## src/rtl/spi_ram_gen2.sv

```systemverilog
// SPI-style command RAM: 2-bit command + WIDTH-bit payload per rx_valid beat; registered reads.
// Optional build macro SPI_RAM_AUTO_INC_EN: post-increment wr/rd addresses on in-range accesses.
module spi_ram_gen2 #(
  parameter int unsigned WIDTH     = 8,
  parameter int unsigned MEM_DEPTH = 256
) (
  input  logic             clk,
  input  logic             rst_n,
  input  logic             rx_valid,
  input  logic [WIDTH+1:0] din,
  output logic [WIDTH-1:0] dout,
  output logic             tx_valid,
  output logic             err_addr
);

  localparam int unsigned     AddrW  = (MEM_DEPTH > 1) ? $clog2(MEM_DEPTH) : 1;
  localparam logic [WIDTH:0]  DepthW = (WIDTH + 1)'(MEM_DEPTH);

  typedef enum logic [1:0] {
    CmdWrAddr = 2'b00,
    CmdWrData = 2'b01,
    CmdRdAddr = 2'b10,
    CmdRdData = 2'b11
  } cmd_e;

  cmd_e             cmd;
  logic [WIDTH-1:0] payload;

  logic [WIDTH-1:0] wr_addr_q, wr_addr_d;
  logic [WIDTH-1:0] rd_addr_q, rd_addr_d;
  logic [WIDTH-1:0] dout_q, dout_d;
  logic             tx_valid_q, tx_valid_d;
  logic             err_q, err_d;

  logic             wr_in_range, rd_in_range;
  logic             mem_we;
  logic [AddrW-1:0] wr_idx, rd_idx;

  logic [WIDTH-1:0] mem_q [MEM_DEPTH];

  assign cmd     = cmd_e'(din[WIDTH+1:WIDTH]);
  assign payload = din[WIDTH-1:0];

  // Compare one bit wider so MEM_DEPTH == 2**WIDTH is representable.
  assign wr_in_range = {1'b0, wr_addr_q} < DepthW;
  assign rd_in_range = {1'b0, rd_addr_q} < DepthW;
  assign wr_idx      = wr_addr_q[AddrW-1:0];
  assign rd_idx      = rd_addr_q[AddrW-1:0];

`ifdef SPI_RAM_AUTO_INC_EN
  localparam logic [WIDTH-1:0] LastAddr = WIDTH'(MEM_DEPTH - 1);

  function automatic logic [WIDTH-1:0] next_addr(input logic [WIDTH-1:0] a);
    if (a == LastAddr) begin
      return '0;
    end
    return a + 1'b1;
  endfunction
`endif

  always_comb begin
    wr_addr_d  = wr_addr_q;
    rd_addr_d  = rd_addr_q;
    dout_d     = dout_q;
    tx_valid_d = 1'b0;
    err_d      = 1'b0;
    mem_we     = 1'b0;

    if (rx_valid) begin
      unique case (cmd)
        CmdWrAddr: wr_addr_d = payload;
        CmdWrData: begin
          if (wr_in_range) begin
            mem_we = 1'b1;
`ifdef SPI_RAM_AUTO_INC_EN
            wr_addr_d = next_addr(wr_addr_q);
`endif
          end else begin
            err_d = 1'b1;
          end
        end
        CmdRdAddr: rd_addr_d = payload;
        CmdRdData: begin
          tx_valid_d = 1'b1;
          if (rd_in_range) begin
            dout_d = mem_q[rd_idx];
`ifdef SPI_RAM_AUTO_INC_EN
            rd_addr_d = next_addr(rd_addr_q);
`endif
          end else begin
            dout_d = '0;
            err_d  = 1'b1;
          end
        end
      endcase
    end
  end

  always_ff @(posedge clk or negedge rst_n) begin
    if (!rst_n) begin
      wr_addr_q  <= '0;
      rd_addr_q  <= '0;
      dout_q     <= '0;
      tx_valid_q <= 1'b0;
      err_q      <= 1'b0;
    end else begin
      wr_addr_q  <= wr_addr_d;
      rd_addr_q  <= rd_addr_d;
      dout_q     <= dout_d;
      tx_valid_q <= tx_valid_d;
      err_q      <= err_d;
    end
  end

  // Storage is deliberately outside the reset domain so contents survive rst_n.
  always_ff @(posedge clk) begin
    if (mem_we) begin
      mem_q[wr_idx] <= payload;
    end
  end

  assign dout     = dout_q;
  assign tx_valid = tx_valid_q;
  assign err_addr = err_q;

endmodule
```

## config.mk

```make
export PLATFORM = sky130hd
export DESIGN_NAME = spi_ram_gen2
export DESIGN_NICKNAME = d
export VERILOG_FILES = /design/src/rtl/spi_ram_gen2.sv
export SDC_FILE = /design/constraint.sdc
export NUM_CORES = 2
export LEC_CHECK = 0
export ABC_CLOCK_PERIOD_IN_PS = 6000
export BUFFER_PORTS_ARGS = -buffer_cell sky130_fd_sc_hd__buf_2
export CORE_UTILIZATION = 36
export DETAILED_ROUTE_END_ITERATION = 16
export MAX_ROUTING_LAYER = met4
export PLACE_DENSITY_LB_ADDON = 0.3
export SLEW_MARGIN = 20
export SYNTH_ARGS = -nofsm -noshare
export SYNTH_HDL_FRONTEND = slang
export SYNTH_SLANG_ARGS = --single-unit
```

## constraint.sdc

```tcl
create_clock -name clk -period 6 [get_ports clk]
set_clock_uncertainty 0.2 [all_clocks]
set_input_delay 0 -clock clk [delete_from_list [all_inputs] [get_ports clk]]
set_output_delay 0 -clock clk [all_outputs]
set_load 0.01 [all_outputs]
```

==> flow_summary.yaml <==
clocking:
  postCtsSetupRepairBufs: 0
  tritoncts.num_buffers: 207
  clk_latency_ns: 0.85
  hold_buffers: 16
  cts.htree.levels: 4
  cts.clk_slew.worst_paths_ns: 0.06
  clock-root-buffer: "clkbuf_16"
  cts_tree: "built"
  clock_sinks: 2073
  cts-resized-gates: 0
  clock_path_buffers: 3
synthesis:
  syn_nets: 4053
  postSynth.asyncResetShare: 0.0121
  syn_area_per_cell_um2: 20.2
  yosysSeqAreaShare: 0.763
  number_of_warnings_reported_in_the_yosys_synthesis_log: 0
  synth.distinct_cells: 67
  ys_ff_latch: 2073
  postSynth.topFlopCell: "edfxtp_1"
  synthesis.area_mm2: 0.0814
  synth-edff-count: 2048
  gate_count_of_the_mapped_netlist: 4040
routing:
  post_drt_via_cell_ratio: 5.62
  first_pass_iters: 6
  ant_nets: 0
  vias: 41091
  routed_wirelength_mm: 224
  drt-wirelength-per-cell_um: 30.6
  remaining_drc_errors: 0
  initialDrtViolationCount: 4757
floorplanning:
  die_h_um: 478
  coreArea_mm2: 0.225
  rows: 174
  pin_count: 23
  die_boundary_width_um: 478
  effective_utilization_at_floorplan: 0.362
  dieArea_mm2: 0.228
finish:
  area.growth.synth_to_final_pct: 12.2
  layout_common_cells: "edfxtp_1 (2048), mux2i_1 (327), mux4_2 (323)"
  mostFrequentLayoutCell: "edfxtp_1"
  fin_util: 0.406
  layout-drive-gt1-share: 0.186
  final_nets: 4157
min_path:
  hold_path_startpoint: "din[4]"
  hold_removal_path_class: "in2reg"
  hold_depth: 2
  whs_endpoint: "mem_q[165][4]"
critical_path:
  path_class: "reg2reg"
  worst_path_largest_cell_delay_ns: 0.76
  start_kind: "register"
  crit_family: "compound AO/OA/AOI/OAI gates"
  worstPathCellList: "buf_4 -> nand3b_1 -> buf_4 -> o22ai_1 -> a211oi_1 -> a2111oi_1 -> a32oi_1 -> nand2_1"
  worstPathMaxFanout: 43
  cp_slowest_cell: "dfrtp_4"
  timing.critical_path.arrival_ns: 4.90
  timing.critical_path.to_type: "register"
  cells_on_worst_reg2reg_path: 8
  rr_startpoint: "rd_addr_q[4]"
  r2r-end: "dout[2]"
  critical_path.n_buffers_inverters: 2
  regToRegSetupSlack_ns: 1.61
  critPathMostFrequentCell: "buf_4"
  cp.required_ns: 6.51
sta:
  setup_repair_after_global_routing_missed_its_margin: "false"
  achievable-frequency_mhz: 228
  normalized_max_slew_margin: 0.230
  final-setup-viol-count: 0
  final.period_utilization: 0.732
  hold_violations: 0
  timing.final.crit_period_ns: 4.39
  worstMarginPinSlew_ns: 1.15
  finalMaxSlewViolations: 0
  tns_ns: 0
power_and_ir_drop:
  power_leakage_uw: 0.0285
  pwr_density_cell_mw_per_mm2: 365
  share_of_power_burned_in_the_clock_network: 0.380
  combinationalPowerShare: 0.136
  vdd.ir_drop.worst_uv: 321
  sequential_share_of_power: 0.485
  power.share.switching: 0.258
  netSwitchingPower_uw: 8620
  intPower_uw: 24700
global_routing:
  number_of_antenna_violations_at_the_first_check_in_global_routing: 8
  first_global_vias: 40472
  grt_use_total: 0.199
  grt-ovfl-total: 0
  grt_start_max_net_pins: 184
  grt_pass1_wl_mm: 315
placed_design:
  place.gp.congestion: 0.888
  portBuffers: 21
  dpl.hpwl_mm: 137
run_status:
  run_status: "finished clean"
run:
  cap_viol_max_count: 0
-- registers in the layout, summed over array words and instances (netlist names) --
signal and flops:
mem_q 2048, wr_addr_q 8, tx_valid 1, dout 8
rd_addr_q 8
-- cell families (layout without fill, tap and decap cells) --
logic type,count (synthesis),in the layout,synth area share
buffers and inverters,259,532,0.0247
and+or+nand+nor,568,568,0.0297
muxes,708,708,0.145
AOI/OAI and AO/OA,431,431,0.0373
DFF,2073,2073,0.763
other,1,6,0.0000461
-- worst register-to-register path, stage by stage, from the launching register on --
cell and delay, ns:
dfrtp_4 0.76, buf_4 0.65, nand3b_1 0.60, buf_4 0.35, o22ai_1 0.10, a211oi_1 0.65
a2111oi_1 0.27, a32oi_1 0.55, nand2_1 0.12
-- layer usage --
metal	vias up	wire length, um	GRT usage
met3	314	17500	0.0396
met5	-	0	-
met2	1789	105000	0.300
li1	16946	-	-
met1	22042	95100	0.273
met4	0	6430	0.0593
-- synth_stat cells, drive strengths merged, types with 3 or more instances --
library cell	instances	area share
a2111oi	38	0.0044
a211o	3	0.00032
a211oi	29	0.0027
a21oi	79	0.0049
a221o	3	0.00037
a221oi	16	0.0018
a222oi	3	0.00037
a22o	3	0.00032
a22oi	36	0.0033
a31oi	5	0.00038
a32oi	6	0.00065
and2	4	0.00031
buf	155	0.019
clkbuf	95	0.0053
dfrtp	25	0.0077
edfxtp	2048	0.76
inv	6	0.00028
mux2	17	0.0024
mux2i	327	0.040
mux4	364	0.10
nand2	154	0.0071
nand3	38	0.0023
nand3b	7	0.00065
nand4	8	0.00061
nand4b	4	0.00043
nor2	291	0.013
nor2b	12	0.00092
nor3	15	0.00092
nor4	9	0.00069
o21ai	42	0.0026
o221ai	57	0.0064
o22ai	100	0.0077
or3	9	0.00069
or3b	5	0.00054
-- power by group through the flow --
stage | sequential [uW] | combinational [uW] | clock [uW]
after floorplan | 16300 | 2880 | 0
after global placement | 16500 | 4490 | 0
after detailed placement | 16500 | 4500 | 0
after CTS | 16200 | 4520 | 12800
after global routing | 16200 | 4690 | 13300
final | 16200 | 4520 | 12700
-- metrics by stage --
stage	total power [uW]	area (um^2)	setup slack (ns)	instances	hold WS, ns
2_1_floorplan	19200	81400	3.45	4040	-0.496
6_report	33400	91300	1.61	7310	0.0486
4_1_cts	33500	91300	1.68	7305	0.0165
5_1_grt	34200	91300	1.50	7308	0.0531
3_3_place_gp	21000	84600	1.58	6911	-0.0913
3_5_place_dp	21000	84600	1.70	6911	-0.0867
-- final cells by class --
cell class,instances,area (um^2)
diodes,5,12.5
inverters,8,32.5
clock inverters,121,1110
clock buffers,257,5410
well taps,2992,3740
repair buffers,146,1480
fillers,19925,133000
multi-input cells,1708,17400
flip-flops and latches,2073,62100
-- how the worst max path moves through the flow --
stage	cells after the start	startpoint	to	slack [ns]
floorplan	8	wr_addr_q[2]	mem_q[235][0]	3.45
global placement	9	rd_addr_q[0]	dout[1]	1.58
detailed placement	8	rd_addr_q[4]	dout[2]	1.70
CTS	9	rd_addr_q[0]	dout[6]	1.68
global route	7	rd_addr_q[2]	dout[5]	1.50
finish	8	rd_addr_q[4]	dout[2]	1.61
Power figures use the tool's default switching activity.
